[src/rtl/muldiv8_result_serializer.sv]
// Buffers muldiv results in a small FIFO and presents them one byte per host strobe step.
// Optional status byte (flags) is enabled with `define MULDIV8_RESSER_STATUS_EN.
module muldiv8_result_serializer #(
  parameter int DEPTH = 2
) (
  input  logic                     clk,
  input  logic                     rst,
  input  logic                     res_valid,
  output logic                     res_ready,
  input  logic [15:0]              res_data,
  input  logic [1:0]               res_flags,
  input  logic                     rd_strobe,
  output logic [7:0]               byte_out,
  output logic                     byte_valid,
  output logic [1:0]               byte_sel,
  output logic                     overflow,
  output logic [$clog2(DEPTH):0]   level
);

  localparam int AW = $clog2(DEPTH);

`ifdef MULDIV8_RESSER_STATUS_EN
  typedef enum logic [1:0] {IDLE, LO, HI, ST} state_t;
`else
  typedef enum logic [1:0] {IDLE, LO, HI} state_t;
`endif

  state_t          state, next;
  logic [17:0]     mem [DEPTH];
  logic [AW-1:0]   wr_ptr, rd_ptr;
  logic [17:0]     head;
  logic            push, pop, more;
  logic            s1, s2, s3, step;

  assign res_ready = (level != (AW+1)'(DEPTH));
  assign push      = res_valid && res_ready;
  assign head      = mem[rd_ptr];
  assign more      = (level > (AW+1)'(1));

  // s1/s2 resynchronise the host level; s3 delays it so only rising edges make a step
  always_ff @(posedge clk) begin
    if (rst) begin
      s1 <= 1'b0;
      s2 <= 1'b0;
      s3 <= 1'b0;
    end else begin
      s1 <= rd_strobe;
      s2 <= s1;
      s3 <= s2;
    end
  end

  assign step = s2 & ~s3;

  always_ff @(posedge clk) begin
    if (push) mem[wr_ptr] <= {res_flags, res_data};
  end

  always_ff @(posedge clk) begin
    if (rst) begin
      state    <= IDLE;
      wr_ptr   <= '0;
      rd_ptr   <= '0;
      level    <= '0;
      overflow <= 1'b0;
    end else begin
      state <= next;
      if (push) wr_ptr <= wr_ptr + 1'b1;
      if (pop)  rd_ptr <= rd_ptr + 1'b1;
      case ({push, pop})
        2'b10:   level <= level + 1'b1;
        2'b01:   level <= level - 1'b1;
        default: level <= level;
      endcase
      if (res_valid && !res_ready) overflow <= 1'b1;
    end
  end

  always_comb begin
    next       = state;
    pop        = 1'b0;
    byte_valid = 1'b0;
    byte_sel   = 2'd0;
    byte_out   = 8'h00;
    case (state)
      IDLE: begin
        if (level != '0) next = LO;
      end
      LO: begin
        byte_valid = 1'b1;
        byte_out   = head[7:0];
        if (step) next = HI;
      end
      HI: begin
        byte_valid = 1'b1;
        byte_sel   = 2'd1;
        byte_out   = head[15:8];
        if (step) begin
`ifdef MULDIV8_RESSER_STATUS_EN
          next = ST;
`else
          // the popped entry still counts in level, so a second entry means level > 1
          pop  = 1'b1;
          next = more ? LO : IDLE;
`endif
        end
      end
`ifdef MULDIV8_RESSER_STATUS_EN
      ST: begin
        byte_valid = 1'b1;
        byte_sel   = 2'd2;
        byte_out   = {6'b0, head[17:16]};
        if (step) begin
          pop  = 1'b1;
          next = more ? LO : IDLE;
        end
      end
`endif
      default: next = IDLE;
    endcase
  end

`ifndef MULDIV8_RESSER_STATUS_EN
  logic unused_flags;
  assign unused_flags = ^head[17:16];
`endif

endmodule

[config.mk]
export PLATFORM = sky130hd
export DESIGN_NAME = muldiv8_result_serializer
export DESIGN_NICKNAME = d
export VERILOG_FILES = /design/src/rtl/muldiv8_result_serializer.sv
export SDC_FILE = /design/constraint.sdc
export NUM_CORES = 1
export LEC_CHECK = 0
export ABC_AREA = 0
export CAP_MARGIN = 20
export CELL_PAD_IN_SITES_DETAIL_PLACEMENT = 1
export CELL_PAD_IN_SITES_GLOBAL_PLACEMENT = 1
export CORE_MARGIN = 2
export CORE_UTILIZATION = 32
export CTS_CLUSTER_SIZE = 30
export DETAILED_ROUTE_END_ITERATION = 8
export DONT_BUFFER_PORTS = 1
export PLACE_DENSITY_LB_ADDON = 0.1
export SYNTH_ARGS = -nofsm -noshare
export SYNTH_HDL_FRONTEND = slang
export SYNTH_SLANG_ARGS = --single-unit
[constraint.sdc]
create_clock -name clk -period 2.8 [get_ports clk]
set_input_delay 0.56 -clock clk [delete_from_list [all_inputs] [get_ports clk]]
set_output_delay 0.56 -clock clk [all_outputs]
set_load 0.005 [all_outputs]
==> summary.md, run 1 <==
| Metric | Value |
|---|---|
| Fmax | `0.450 GHz` |
| Clock Sinks | `43` |
| CP Class | `reg -> out` |
| CTS tree | `yes` |
| HPWL after detailed placement | `2340 um` |
| Max VDD drop | `0.303 mV` |
| GPL Wtd Cong | `0.661` |
| Clk buf depth | `2` |
| Skew final | `6.72 ps` |
| DR pass1 iterations | `4` |
| Clock latency on the worst-skew pair | `290 ps` |
| Slew @ Worst Pin | `601 ps` |
| First-pass GRT wire length | `5640 um` |
| Status | `finished, final reports clean` |
| Critical Path RT | `2240 ps` |
| RSZ-0062 raised after global routing | `no` |
| Post-CTS Setup Inserts | `0` |
| Sequential area share after synthesis | `63.0%` |
| Die H | `80.6 um` |
| Reg2reg setup slack | `880 ps` |
| Final core utilization | `36.3%` |
| Post-synth net total | `160` |
| Layout cells sized above 1 | `19.4%` |
| Initial Util | `33.6%` |
| Antenna-violating nets left | `0` |
| Clock slew at reported path FFs | `80 ps` |
| Most frequent cells in the layout | `32 x edfxtp_1, 14 x mux2_2, 12 x nor2b_1, 11 x dfxtp_1` |
| Via count | `988` |
| Largest net degree at the start of global routing | `17` |
| Die ar. | `6490 um^2` |
| Mapped Cells | `129` |
| Drc violations | `0` |
| Drt initial violations | `16` |
| Period utilization | `79.3%` |
| Ys Warns | `0` |
| Setup WS pre-CTS | `868 ps` |
| Final setup violation count | `0` |
| Vias in the first global route | `1,086` |
| Startpoint types | `flop` |
| Synth cell types | `28` |
| GRT Total Usage | `12.1%` |
| Post_cts resized | `0` |
| Total power divided by cell area | `734 nW/um^2` |
| Final hold vios | `0` |
| WHS | `333 ps` |
| Seq cells post-synth | `43` |
| Std-Cell Rows | `27` |
| Setup crit end kind | `output port` |
| Synthesis-to-finish area growth | `7.94%` |
| Die W | `80.6 um` |
| CORE AREA | `5570 um^2` |
| CTS H-Tree Depth | `2` |
| Commonest non-fill, non-tap cell in the layout | `edfxtp_1` |
| Via/cell ratio | `4.80` |
| Root buffer cell | `clkbuf_8` |
| Crit Path Max Fanout | `12` |
| Lkg Pwr | `0.000703 uW` |
| Final Worst Setup Slack | `579 ps` |
| Minimum clock period | `2220 ps` |
| Initial antenna violation count | `0` |
| Hold crit path type | `in -> reg` |
| Hold Buf Count CTS | `0` |
| Worst Path Arrival | `1660 ps` |
| Nets@finish | `164` |
| # port buffers | `0` |
| Routed wire per std cell | `16.7 um` |
| Diode count | `0` |
| Overflow after GRT | `0` |
| Post-Syn Area per Cell | `14.5 um^2` |
| Mapped Area | `1880 um^2` |
| TNS Setup | `0 ps` |
| Max-slew headroom | `60.0%` |
| Slew Limit Fails | `0` |
| Detailed Route WL | `3430 um` |
| IO Count | `37` |
| Max cap viols | `0` |
| CTS Buf Count | `5` |
[flip-flops by register name, indices dropped and copies added (netlist names), named ones only]
name	flops
overflow	1
s2	1
s1	1
state	2
level	2
mem	32
rd_ptr	1
s3	1
wr_ptr	1
[cell type report]
cell class / instances / area, um^2
Inverter: 6 / 22.5
Clock buffer: 5 / 68.8
Fill cell: 592 / 3550
Timing Repair Buffer: 3 / 22.5
Sequential cell: 43 / 1180
Tap cell: 72 / 90.1
Multi-Input combinational cell: 74 / 619
Clock inverter: 3 / 20.0
[metal layers]
metal / GRT usage [%] / wire [um] / vias to the layer above
met3: 4.72 / 268 / 5
met2: 19.8 / 1660 / 28
met5: 0 / 0 / -
li1: - / - / 468
met4: 4.58 / 40 / 0
met1: 14.3 / 1460 / 487
[Yosys cell counts]
cell	count	share of area, %
edfxtp_1	32	51
a21oi_1	1	0.27
nor2b_1	12	4.0
nand3b_1	2	0.80
dfxtp_1	11	12
conb_1	1	0.20
mux2_4	2	1.6
mux2_2	14	8.4
xor2_1	3	1.4
a22oi_1	9	3.6
clkbuf_1	1	0.20
buf_2	2	0.53
buf_12	1	1.1
buf_4	1	0.40
inv_1	6	1.2
and3_1	1	0.33
buf_6	1	0.60
nand3_1	2	0.53
and3b_1	1	0.47
a211oi_1	1	0.40
a211o_1	1	0.47
nor2_1	7	1.4
a221oi_1	1	0.47
xnor2_1	1	0.47
mux2i_1	1	0.53
or2_1	1	0.33
ha_1	9	6.0
nand2b_1	4	1.3
[critical path: stages (launching register included)]
cell     delay [ps]
dfxtp_1         370
inv_1           100
ha_1            540
a22oi_1         180
nor2b_1         180
[path summary, 6_finish.rpt]
path,start,endpoint,cells after the start
setup reg to reg,state[0],level[1],7
setup / recovery,state[0],byte_out[5],4
hold reg to reg,s1,s2,1
hold / removal,rst,s3,1
[report_power, final]
| part | switching (uW) | internal [uW] |
|---|---|---|
| logic | 179 | 139 |
| registers | 33.4 | 757 |
| clock network | 204 | 174 |
| total | 417 | 1070 |
[cells by family (layout without fill, tap and decap cells)]
group,count (synthesis),count (layout),share of synthesized area (%)
simple gates,30,30,9.21
xor+xnor,4,4,1.87
fa+ha+maj,9,9,6.00
flops,43,43,63.0
compound gates,13,13,5.20
other cells,1,1,0.200
mux,17,17,10.5
buf+inv,12,17,4.00
[through the flow]
stage / instance area, um^2 / std cells / power (uW)
finish: 2020 / 206 / 1490
floorplan: 1880 / 129 / 1040
detailed placement: 1940 / 198 / 1130
global placement: 1940 / 198 / 1120
CTS: 2020 / 206 / 1520
global route: 2020 / 206 / 1580
(Power assumes the default switching activity.)
==> inputs of run 2 (changes only) <==
==> constraint.sdc (replaced) <==
create_clock -name clk -period 2.2 [get_ports clk]
set_input_delay 0.44 -clock clk [delete_from_list [all_inputs] [get_ports clk]]
set_output_delay 0.44 -clock clk [all_outputs]
set_load 0.005 [all_outputs]
==> run 2 against run 1 <==
  * Clock power up 63%
  * Clock-buffer cell count unchanged
  * Setup slack worse by 380 ps
  * Final cell count grew 0.49%
  * First-iteration DRC count rose by 25%
  * Power rose by 37%
  * Final area rose by 1.8%
  * Sequential power is 28% higher
  * Clock skew increased by 4.9 ps
  * Core utilization is 0.65 points higher
  * Non-clock buffer count up 1
  * Die area unchanged
  * Critical path type unchanged
  * Largest cell class unchanged
==> summary.md, run 2 (same netlist as run 1, synthesis figures left out) <==
| Metric | Value |
|---|---|
| # port buffers | `0` |
| Hold Buf Count CTS | `0` |
| IO Count | `37` |
| HPWL after detailed placement | `2330 um` |
| CTS tree | `yes` |
| Drc violations | `0` |
| Final core utilization | `37.0%` |
| Most frequent cells in the layout | `32 x edfxtp_1, 14 x mux2_2, 12 x nor2b_1, 11 x dfxtp_1, 9 x a22oi_1` |
| Initial antenna violation count | `0` |
| Largest net degree at the start of global routing | `17` |
| Synthesis-to-finish area growth | `9.87%` |
| Pwr Total | `2030 uW` |
| DR pass1 iterations | `4` |
| GPL Wtd Cong | `0.663` |
| First-pass GRT wire length | `5320 um` |
| Die ar. | `6490 um^2` |
| Largest regs | `mem x32, level x2, state x2` |
| RSZ-0062 raised after global routing | `no` |
| Clock latency on the worst-skew pair | `300 ps` |
| Total power divided by cell area | `986 nW/um^2` |
| Root buffer cell | `clkbuf_8` |
| Crit Path Max Fanout | `9` |
| Final hold vios | `0` |
| Commonest non-fill, non-tap cell in the layout | `edfxtp_1` |
| Max cap viols | `0` |
| Post_cts resized | `0` |
| Initial Util | `33.6%` |
| Slew Limit Fails | `0` |
| Period utilization | `90.8%` |
| CORE AREA | `5570 um^2` |
| Die H | `80.6 um` |
| Fmax | `0.501 GHz` |
| CTS Buf Count | `5` |
| CTS H-Tree Depth | `2` |
| Final setup violation count | `0` |
| Final Worst Setup Slack | `203 ps` |
| Diode count | `0` |
| Die W | `80.6 um` |
| Worst Path Arrival | `1560 ps` |
| Placed cells | `199` |
| Setup crit end kind | `output port` |
| Startpoint types | `flop` |
| TNS Setup | `0 ps` |
| Nets@finish | `165` |
| Clock Sinks | `43` |
| Skew final | `11.6 ps` |
| Minimum clock period | `2000 ps` |
| Status | `finished, final reports clean` |
| Lkg Pwr | `0.000720 uW` |
| Via/cell ratio | `4.72` |
| Post-route insts no fill | `207` |
| Layout cells sized above 1 | `21.5%` |
| Vias in the first global route | `1,072` |
| Post-CTS Setup Inserts | `0` |
| Clock slew at reported path FFs | `90 ps` |
| GRT Total Usage | `11.5%` |
| Antenna-violating nets left | `0` |
| Register with the most flip-flops | `mem` |
| Routed wire per std cell | `16.4 um` |
| Hold crit path type | `in -> reg` |
| Via count | `978` |
| Setup WS pre-CTS | `375 ps` |
| Detailed Route WL | `3390 um` |
| Max VDD drop | `0.474 mV` |
| Std-Cell Rows | `27` |
| CP Class | `reg -> out` |
| Drt initial violations | `20` |
| Max reg flops | `32` |
| Critical Path RT | `1760 ps` |
| Clk buf depth | `2` |
| Overflow after GRT | `0` |
==> run 2: cell count changes in the layout (fill, tap and decap cells not counted), sizes merged <==
cell | previous run | this run
clkinv | 2 | 0
buf | 3 | 4
bufinv | 0 | 1
inv | 6 | 7
==> run 2: per-layer routing <==
layer	routed length, um	global-route usage (%)	vias up	part of all wire (%)
met5	0	0	-	0
met4	49	4.07	0	1.4
met3	314	5.17	5	9.3
met2	1660	18.9	28	49
met1	1370	13.1	474	40
li1	-	-	471	-
==> run 2: critical path, cell delays in order, from the launching register on <==
cell and delay, ps:
dfxtp_1 430, inv_1 100, ha_1 500, nor2b_1 250
==> run 2: cell type report <==
class | count | area [um^2]
multi-input cells | 74 | 622
inverters | 6 | 22.5
repair buffers | 4 | 30.0
fillers | 606 | 3510
well taps | 72 | 90.1
clock inverters | 3 | 46.3
flip-flops and latches | 43 | 1180
clock buffers | 5 | 68.8
==> run 2: path summary, 6_finish.rpt <==
path	start	to	slack, ps	cells past startpoint
worst max-delay path	state[0]	byte_out[3]	200	3
worst min-delay path	rst	s3	200	1
worst max register to register	state[0]	level[0]	520	6
worst min register to register	s1	s2	450	1
==> run 2: per-stage QoR <==
stage               hold slack [ps]  cell area (um^2)
finish                          201              2060
global route                    183              2060
CTS                             191              2060
detailed placement              430              1940
global placement                429              1940
floorplan                       414              1880
==> run 2: report_power, final <==
| group | internal (uW) | switching [uW] |
|---|---|---|
| clock network | 342 | 276 |
| registers | 964 | 41.3 |
| logic | 182 | 227 |
